--- config.mk ---
export PLATFORM = sky130hd
export DESIGN_NAME = vga_timing_gen
export DESIGN_NICKNAME = d
export VERILOG_FILES = /design/src/rtl/vga_timing_gen.sv
export SDC_FILE = /design/constraint.sdc
export NUM_CORES = 1
export LEC_CHECK = 0
export ABC_AREA = 1
export CORE_MARGIN = 3
export CORE_UTILIZATION = 45
export CTS_CLUSTER_DIAMETER = 80
export DETAILED_ROUTE_END_ITERATION = 6
export PLACE_DENSITY = 0.71
export RECOVER_POWER = 100
export SETUP_SLACK_MARGIN = 0.05
export SYNTH_ARGS = -nofsm -noshare
export SYNTH_HDL_FRONTEND = slang
export SYNTH_SLANG_ARGS = --single-unit
--- constraint.sdc ---
create_clock -name clk -period 1.6 [get_ports clk]
set_input_delay 0.24 -clock clk [delete_from_list [all_inputs] [get_ports clk]]
set_output_delay 0.24 -clock clk [all_outputs]
set_load 0.02 [all_outputs]
--- src/rtl/vga_timing_gen.sv ---
// vga_timing_gen: parametrised VGA raster counters with ce-gated, delay-matched sync/blank/strobe outputs.
module vga_timing_gen #(
   parameter int CW         = 10,
   parameter int W_DISPLAY  = 640,
   parameter int W_FRONT    = 16,
   parameter int W_SYNC     = 96,
   parameter int W_BACK     = 48,
   parameter int H_DISPLAY  = 480,
   parameter int H_BOTTOM   = 10,
   parameter int H_SYNC     = 2,
   parameter int H_TOP      = 33,
   parameter bit HSYNC_POL  = 1'b0,
   parameter bit VSYNC_POL  = 1'b0,
   parameter int PIPE_DELAY = 0,
   parameter int FRAME_CW   = 8
) (
   input  logic                clk,
   input  logic                rst,
   input  logic                ce,
   output logic [CW-1:0]       x,
   output logic [CW-1:0]       y,
   output logic                h_sync,
   output logic                v_sync,
   output logic                display_on,
   output logic                line_start,
   output logic                frame_start,
   output logic [FRAME_CW-1:0] frame_count
);
   localparam int W_TOTAL  = W_DISPLAY + W_FRONT + W_SYNC + W_BACK;
   localparam int H_TOTAL  = H_DISPLAY + H_BOTTOM + H_SYNC + H_TOP;
   localparam int HS_START = W_DISPLAY + W_FRONT;
   localparam int VS_START = H_DISPLAY + H_BOTTOM;
   // status bits: {hsync_active, vsync_active, visible, line_start, frame_start}
   logic [4:0] pipe [PIPE_DELAY+1];
   logic [4:0] status;
   logic       x_end, y_end;
   always_comb begin
      x_end  = x == CW'(W_TOTAL - 1);
      y_end  = y == CW'(H_TOTAL - 1);
      status = {x >= CW'(HS_START) && x <= CW'(HS_START + W_SYNC - 1),
                y >= CW'(VS_START) && y <= CW'(VS_START + H_SYNC - 1),
                x < CW'(W_DISPLAY) && y < CW'(H_DISPLAY),
                x == '0,
                x == '0 && y == '0};
   end
   always_ff @(posedge clk) begin
      if (rst) begin
         x           <= '0;
         y           <= '0;
         frame_count <= '0;
      end else if (ce) begin
         x <= x_end ? '0 : x + 1'b1;
         if (x_end) begin
            y <= y_end ? '0 : y + 1'b1;
            if (y_end) frame_count <= frame_count + 1'b1;
         end
      end
   end
   always_ff @(posedge clk) begin
      if (rst) begin
         for (int i = 0; i <= PIPE_DELAY; i++) pipe[i] <= '0;
      end else if (ce) begin
         pipe[0] <= status;
         for (int i = 1; i <= PIPE_DELAY; i++) pipe[i] <= pipe[i-1];
      end
   end
   // strobes are gated by ce so a stalled pipeline never stretches them
   assign h_sync      = ~(pipe[PIPE_DELAY][4] ^ HSYNC_POL);
   assign v_sync      = ~(pipe[PIPE_DELAY][3] ^ VSYNC_POL);
   assign display_on  = pipe[PIPE_DELAY][2];
   assign line_start  = pipe[PIPE_DELAY][1] & ce;
   assign frame_start = pipe[PIPE_DELAY][0] & ce;
endmodule
# [Word level (Yosys, flattened, before mapping)]
# Memory sizes are Yosys's and may differ from the RTL's.
# Cells that the tools add are included.
[op_classes] n_addsub=3 n_mul=0 div_mod_pow=0 n_lt_le_gt_ge=6 n_eq_ne=2 n_shift=0 n_mux=9 bitwise=4 reduce_logical=9
[ops] op="$add A10 B1 Y10 const B" count=2
[ops] op="$eq A10 B10 Y1 const B" count=2
[ops] op="$logic_not A10 Y1" count=2
[ops] op="$mux W10" count=2
[ops] op="$ge A10 B10 Y1 const B" count=1
[ops] op="$ge A10 B9 Y1 const B" count=1
[ops] op="$le A10 B10 Y1 const B" count=1
[ops] op="$le A10 B9 Y1 const B" count=1
[ops] op="$lt A10 B10 Y1 const B" count=1
[ops] op="$lt A10 B9 Y1 const B" count=1
[ops] op="$add A8 B1 Y8 const B" count=1
[ops] op="$mux W1" count=6
[ops] op="$mux W5" count=1
[ops] op="$reduce_or A5 Y1" count=1
[ops] op="$logic_and A1 B1 Y1" count=4
[ops] op="$reduce_and A3 Y1" count=1
[ops] op="$and A1 B1 Y1" count=2
[ops] op="$not A1 Y1" count=2
[ops] op="$reduce_and A2 Y1" count=1
[totals] regBits=28 latch_bits=0 ramBits=5 mem_bits_ro=0 in_bits=3 out_inout_bits=33 mem_count=1
[mem_list] name="pipe" words=1 width=5 read_ports=1 rd_clocked_by_memory_dff=0 write_ports=1 line_no="34" text="logic [4:0] pipe [PIPE_DELAY+1];"

# [Depth between registers and ports, before layout]
# Gate-level depths: netlist of run 1.
[depth] word_depth=5 depth_mapped=10 ltp_nobuf=10

# [Worst setup path before layout of run 1]
# No wires, ideal clock.
[synth_path] path_type="reg2reg" startpoint="reg x[1]" endpoint="reg y[7]" setup_time_ns=0.118 arrival_time_ns=1.448 required_ns=1.482 slack_ns=0.034 path_stages_with_launch=11 path_buffers=0 synth_period_minus_slack_ns=1.566 cell_sequence="dfxtp_1 ha_1 nand2_2 nor2_2 nand2_2 nor2_4 nand2_1 nand2_2 inv_2 nand2_1 nor2_1"
[synth_between] elab_chain_cells=2
[synth_rtl] element="start: declaration" line_no="20" text="output logic [CW-1:0] x,"
[synth_rtl] element="start signal: assignment" line_no="52" text="x <= x_end ? '0 : x + 1'b1;"
[synth_rtl] element="$eq A10 B10 Y1" line_no="38" text="x_end = x == CW'(W_TOTAL - 1);"
[synth_rtl] element="$reduce_and A2 Y1 (no source line)"
[synth_rtl] element="end signal: assignment" line_no="54" text="y <= y_end ? '0 : y + 1'b1;"
[synth_rtl] element="end: declaration" line_no="21" text="output logic [CW-1:0] y,"
# Every way passes these cells.
# A chain may end at the register's enable or synchronous reset.

# [Worst setup path after layout of run 1]
[layout_path] startpoint="mem pipe[0][2]" endpoint="out display_on"
[layout_between] elab_chain_cells=1
[layout_rtl] element="start: declaration" line_no="34"
[layout_rtl] element="$mem_v2 Z1 W5"
[layout_rtl] element="end: declaration" line_no="24" text="output logic display_on,"
# Every way passes these cells.

==> results of run 1 <==
## routing by layer
metal  GRT usage [%]  up-vias  wire [um]
met2            25.7       39       1830
met4            8.14        0         82
met1            24.7      764       2140
li1                -      965          -
met3            4.12        7        202
met5               0        -          0
## Yosys cell counts (all sizes together)
master / number
inv: 55
ha: 6
nand3: 28
buf: 5
nor3: 8
nor4: 1
xor2: 4
dfxtp: 28
nor2: 42
nor3b: 1
nand2: 62
nand4: 10
a21oi: 11
xnor2: 1
edfxtp: 5
o21ai: 10
o31ai: 1
## flip-flops by register name, summed over array words and instances, names as in the netlist
register / flops
frame_count: 8
pipe: 5
x: 10
y: 10
## metrics by stage
| step | hold WS [ns] | worst slack [ns] | util (%) | instance area [um2] |
|---|---|---|---|---|
| 6_report | 0.406 | 0.0610 | 61.7 | 2360 |
| 5_1_grt | 0.436 | 0.0252 | 61.7 | 2360 |
| 4_1_cts | 0.533 | 0.0535 | 62.3 | 2380 |
| 3_5_place_dp | 0.524 | -0.206 | 60.8 | 2330 |
| 3_3_place_gp | 0.522 | -0.181 | 60.8 | 2330 |
| 2_1_floorplan | 0.309 | 0.144 | - | 1880 |
## area by class of cell
| class | count | area share [%] |
|---|---|---|
| inverter | 55 | 8.74 |
| sequential | 33 | 30.4 |
| tap | 48 | 2.54 |
| multi-input combinational | 185 | 39.9 |
| clock inverter | 2 | 0.424 |
| timing repair buffer | 44 | 14.9 |
| clock buffer | 6 | 3.07 |
## logic make-up after synthesis
logic type                 Yosys count  share of synthesized area [%]
and+or+nand+nor                    152                           36.5
xor gates and xnor gates             5                           2.33
AOI/OAI and AO/OA                   22                           6.00
adders and majority gates            6                           4.00
buffers and inverters               60                           13.3
DFF                                 33                           37.9
## power by group through the flow
stage / combinational (mW) / sequential, mW / clock [mW]
3_3_place_gp: 0.108 / 0.884 / 0
3_5_place_dp: 0.108 / 0.884 / 0
4_1_cts: 0.106 / 0.865 / 0.632
5_1_grt: 0.114 / 0.867 / 0.660
6_report: 0.103 / 0.866 / 0.619
2_1_floorplan: 0.0534 / 0.890 / 0
## how the worst min path moves through the flow
stage	startpoint	to	slack, ns	depth (start not counted)
6_report	ce	x[2]	0.41	4
5_1_grt	ce	x[2]	0.44	4
4_1_cts	y[4]	y[4]	0.53	2
3_5_place_dp	y[4]	y[4]	0.52	2
3_3_place_gp	frame_count[7]	frame_count[7]	0.52	4
2_1_floorplan	rst	y[5]	0.31	1
## timing repair
| action | 4_1_cts | 5_1_grt |
|---|---|---|
| hold buffers | 0 | 0 |
| setup buffers | 0 | 0 |
| setup endpoints to repair | 19 | 23 |
| gates resized for setup | 19 | 22 |
==> metrics.cfg, run 1 <==
[status]
status = completed

[worst_setup_path]
cp-end-kind = output pin
endpoint = display_on
crit_cells = 1
r2r_cells = 9
crit_buf_inv = 1
cp_data_arrival_time_ns = 1.30
critical-path-top-delay-family = buffers and inverters
startpoint = pipe[0][2]
critPathKind = flop to output pin
worst-r2r-setup-slack_ns = 0.15
r2r_start = x[0]
r2r_end = y[7]
path_max_fanout = 1
crit_path_start_kind = flop
slowest_delay_ns = 0.65
worstPathRequired_ns = 1.36
worstPathCellList = dlygate4sd3_1
worst_path_max_delay_cell = dlygate4sd3_1

[drt]
drt-total-wl_mm = 4.25
firstDrtPassIters = 4
drc_errors = 0
first_iter_violations = 152
vias_per_cell = 4.76
wl_per_cell_um = 11.4
num_vias = 1775
ant_nets = 0

[power]
p_int_mw = 1.20
power.density_mw_per_mm2 = 673
pwr-share-clk_pct = 39.0
p_comb_share_pct = 6.5
switching_power_mw = 0.392
swShare_pct = 24.7
total_power_mw = 1.59
p_leak_nw = 1.13
ir_worst_vdd_mv = 0.435
seqPwrFrac_pct = 54.5

[yosys]
yosysTopAreaCell = dfxtp_1
ys_seq_area_share_pct = 37.9
netlist_instances = 278
synth_top_area_share_pct = 29.9
synth_area_mm2 = 0.00188
synth_fp_nets = 287
avgSynthCellArea_um2 = 6.75
synth_seq_cells = 33
ys_top_cells_by_area = dfxtp_1 (30%), nand2_1 (11%), inv_1 (10%)
synth_warnings = 0
yosysUniqueCellTypes = 24

[min_path]
hold_class = primary input to flop

[finish]
drive_gt1_share_pct = 10.5
syn2layout_area_growth_pct = 25.9
multi_input_area_um2 = 941
seq_area_um2 = 718
final_cell_mix = nand2_1 (55), inv_1 (51), nor2_1 (39), nand3_1 (27), dfxtp_1 (26)
nets = 333
final_common_cell = nand2_1
fill_cells = 367
fin_cells = 373
diodes = 0

[timing]
rsz0062_at_grt = yes
fin_crit_ns = 1.54
hold_viol_final = 0
post-route-period-util_pct = 96.2
maxSlewHeadroom_pct = 70.4
worstMarginPinSlew_ns = 0.441
tns_ns = 0
fmax_mhz = 650
slew_violations = 0
setup_viol = 0
fin_skew_ns = 0.00658

[clock_network]
cts_tree = built
clock_latency_ns = 0.30
clk_pin_slew_ns = 0.07
root_buffer = clkbuf_8
htree_levels = 2
clockBufferDepth = 2
cts_buffers = 5
clkSinkCount = 33

[die]
core-area_mm2 = 0.00383
fp-row-count = 22
die_x_um = 70.6
ios = 36
fp.dieH_um = 70.6
dieArea_mm2 = 0.00498
initial_core_util_pct = 49.0

[global_route]
grt_pass1_wl_mm = 7.09
grt-ovfl-total = 0
antenna_found_initial = 0
grt_usage_pct = 17.6
first_global_vias = 1607
grt_max_degree = 22

[placed_design]
place.port_buffers = 35
gp_congestion = 0.906
place_hpwl_mm = 3.11
dp_cells = 365

[run]
cap_violations = 0

(Power assumes the default switching activity.)
==> run 2, diff against run 1 <==
==> constraint.sdc (replaced) <==
create_clock -name clk -period 1.6 [get_ports clk]
set_input_delay 0.32 -clock clk [delete_from_list [all_inputs] [get_ports clk]]
set_output_delay 0.32 -clock clk [all_outputs]
set_load 0.02 [all_outputs]
==> run 2 against run 1 <==
Against the previous run: via count up 7.1%; combinational power grew 13%; count of clock-buffer cells in the layout is 2 higher; global-route usage barely moved; sequential share of layout area fell by 2.1 points; largest power group unchanged; worst setup slack got worse by 0.0080 ns; non-clock buffer count is 11 higher; clock skew is 0.0028 ns lower.
==> metrics.cfg, run 2 (synthesized netlist as in run 1, its figures left out) <==
[placed_design]
pre_cts_slack_ns = -0.301  ; -0.0949 ns
place_hpwl_mm = 3.15  ; +1.3%
dp_cells = 369  ; +1.1%
place.port_buffers = 35  ; unchanged
post_dp_cell_area_mm2 = 0.00236  ; +1.3%
gp_congestion = 0.874  ; -3.6%

[worst_setup_path]
path_max_fanout = 5  ; +4
endpoint = y[4]
r2r_end = y[4]
worstPathRequired_ns = 1.78  ; +0.42 ns
critical-path-top-delay-family = simple AND/OR/NAND/NOR gates
cp_data_arrival_time_ns = 1.73  ; +0.43 ns
slowest_delay_ns = 0.36  ; -0.29 ns
crit_buf_inv = 2  ; +1
worst_path_max_delay_cell = dfxtp_4
startpoint = x[1]
worst-r2r-setup-slack_ns = 0.05  ; -0.10 ns
crit_cells = 10  ; +9
critPathKind = flop to flop
r2r_start = x[1]
crit_path_start_kind = flop
worstPathCellList = ha_4 > nand2_4 > nor2_4 > nand2_2 > nor2_4 > buf_6 > clkbuf_16 > nand3_1 > nand2_1 > a21oi_2
crit_path_frequent_cell = nor2_4
r2r_cells = 10  ; +1
cp-end-kind = flop

[global_route]
grt_max_degree = 22  ; unchanged
use_met2_pct = 27.4  ; +1.8 points
gr-usage-met3_pct = 4.26  ; +0.14 points
antenna_found_initial = 0  ; unchanged
grt.busiest_layer = met2
grt_pass1_wl_mm = 7.21  ; +1.7%
grt_usage_pct = 17.6  ; -0.047 points
grt-ovfl-total = 0  ; unchanged
grt_use_met1_pct = 24.5  ; -0.20 points
first_global_vias = 1620  ; +0.81%

[timing]
post-route-period-util_pct = 96.7  ; +0.50 points
maxSlewHeadroom_pct = 70.9  ; +0.54 points
fin_skew_ns = 0.00379  ; -0.00278 ns
fin_crit_ns = 1.55  ; +0.00798 ns
fin_ws_ns = 0.0530  ; -0.00798 ns
fmax_mhz = 646  ; -0.52%
tns_ns = 0  ; unchanged
slew_violations = 0  ; unchanged
setup_viol = 0  ; unchanged
hold_viol_final = 0  ; unchanged
rsz0062_at_grt = yes
worstMarginPinSlew_ns = 0.433  ; -0.00800 ns

[finish]
postLayoutCellArea_mm2 = 0.00253  ; +7.3%
drive_gt1_share_pct = 14.0  ; +3.5 points
seq_area_um2 = 718  ; unchanged
diodes = 0  ; unchanged
nets = 344  ; +3.3%
fill_cells = 353  ; -3.8%
syn2layout_area_growth_pct = 35.0
fin_cells = 384  ; +2.9%
finish.utilization_pct = 66.2  ; +4.5 points
final_common_cell = nand2_1
final_cell_mix = nand2_1 (55), inv_1 (52), nor2_1 (38), dlygate4sd2_1 (32)
reg_top3 = x (10), y (10), frame_count (8)
multi_input_area_um2 = 952  ; +1.2%

[status]
status = completed

[die]
initial_core_util_pct = 49.0  ; unchanged
fp.dieH_um = 70.6  ; unchanged
die_x_um = 70.6  ; unchanged
dieArea_mm2 = 0.00498  ; unchanged
ios = 36  ; unchanged
core-area_mm2 = 0.00383  ; unchanged
fp-row-count = 22  ; unchanged

[drt]
vias_per_cell = 4.95  ; +4.0%
wl_per_cell_um = 11.7  ; +2.5%
num_vias = 1901  ; +7.1%
firstDrtPassIters = 4  ; unchanged
first_iter_violations = 194  ; +28%
drc_errors = 0  ; unchanged
drt-total-wl_mm = 4.49  ; +5.5%
ant_nets = 0  ; unchanged

[clock_network]
htree_levels = 2  ; unchanged
clockBufferDepth = 2  ; unchanged
cts_tree = built
clock_latency_ns = 0.29  ; about the same
root_buffer = clkbuf_8
clkSinkCount = 33  ; unchanged
cts_buffers = 5  ; unchanged
clk_pin_slew_ns = 0.07  ; about the same

[power]
ir_worst_vdd_mv = 0.405  ; -6.9%
power.density_mw_per_mm2 = 643  ; -4.5%
p_leak_nw = 1.27  ; +12%

[run]
cap_violations = 0  ; unchanged

[min_path]
hold_class = flop to flop

[run 2: cell types whose count changed in the layout (fill, tap and decap cells not counted), sizes merged, moves of 2 or more]
cell           change
clkdlybuf4s50      -3
dlygate4sd3        -2
buf               +12
clkinv             -2
dlygate4sd2       +13
clkbuf             -8
[run 2: area by class of cell]
| cell class | instances | share of cell area (%) |
|---|---|---|
| well taps | 48 | 2.37 |
| flip-flops and latches | 33 | 28.4 |
| clock buffers | 8 | 3.56 |
| inverters | 55 | 8.15 |
| multi-input cells | 185 | 37.6 |
| repair buffers | 55 | 20.0 |
[run 2: metrics by stage]
stage	total power, mW	hold slack [ns]
2_1_floorplan	0.943	0.389
3_3_place_gp	0.991	0.520
3_5_place_dp	0.993	0.512
4_1_cts	1.64	0.520
5_1_grt	1.69	0.579
6_report	1.63	0.523
[run 2: per-layer routing]
metal  vias to the layer above  wire length [um]
li1                        989                 -
met1                       853              2260
met2                        54              1940
met3                         5               238
met4                         0                45
met5                         -                 0
[run 2: repair_timing]
item / CTS / global route
gates cloned: 0 / 2
setup endpoints to repair: 38 / 19
resized for setup: 37 / 12
hold endpoints to repair: 0 / 0
pin swaps: 0 / 10
buffers inserted: 0 / 5
hold buffers: 0 / 0
[run 2: how the worst min path moves through the flow]
stage          slack [ns]  cells after the start        endpoint      startpoint
2_1_floorplan        0.39                      1            y[5]             rst
3_3_place_gp         0.52                      4  frame_count[7]  frame_count[7]
3_5_place_dp         0.51                      2            y[0]            y[0]
4_1_cts              0.52                      2            y[0]            y[0]
5_1_grt              0.58                      2            y[0]            y[0]
6_report             0.52                      2            y[0]            y[0]
[run 2: worst register-to-register path: stages (launching register included)]
cell       delay (ns)
dfxtp_4          0.36
ha_4             0.15
nand2_4          0.06
nor2_4           0.13
nand2_2          0.08
nor2_4           0.19
buf_6            0.14
clkbuf_16        0.13
nand3_1          0.06
nand2_1          0.08
a21oi_2          0.05
[run 2: power by group]
group / leakage (nW) / internal, mW / switching (mW)
Clock: 0.0455 / 0.351 / 0.299
Sequential: 0.282 / 0.855 / 0.00722
Combinational: 0.940 / 0.0452 / 0.0704
==> run 3, diff against run 2 <==
SLEW_MARGIN = 5   (was unset)
==> results of run 3 <==
No change in the layout: final DEF, timing and power equal those of run 2.
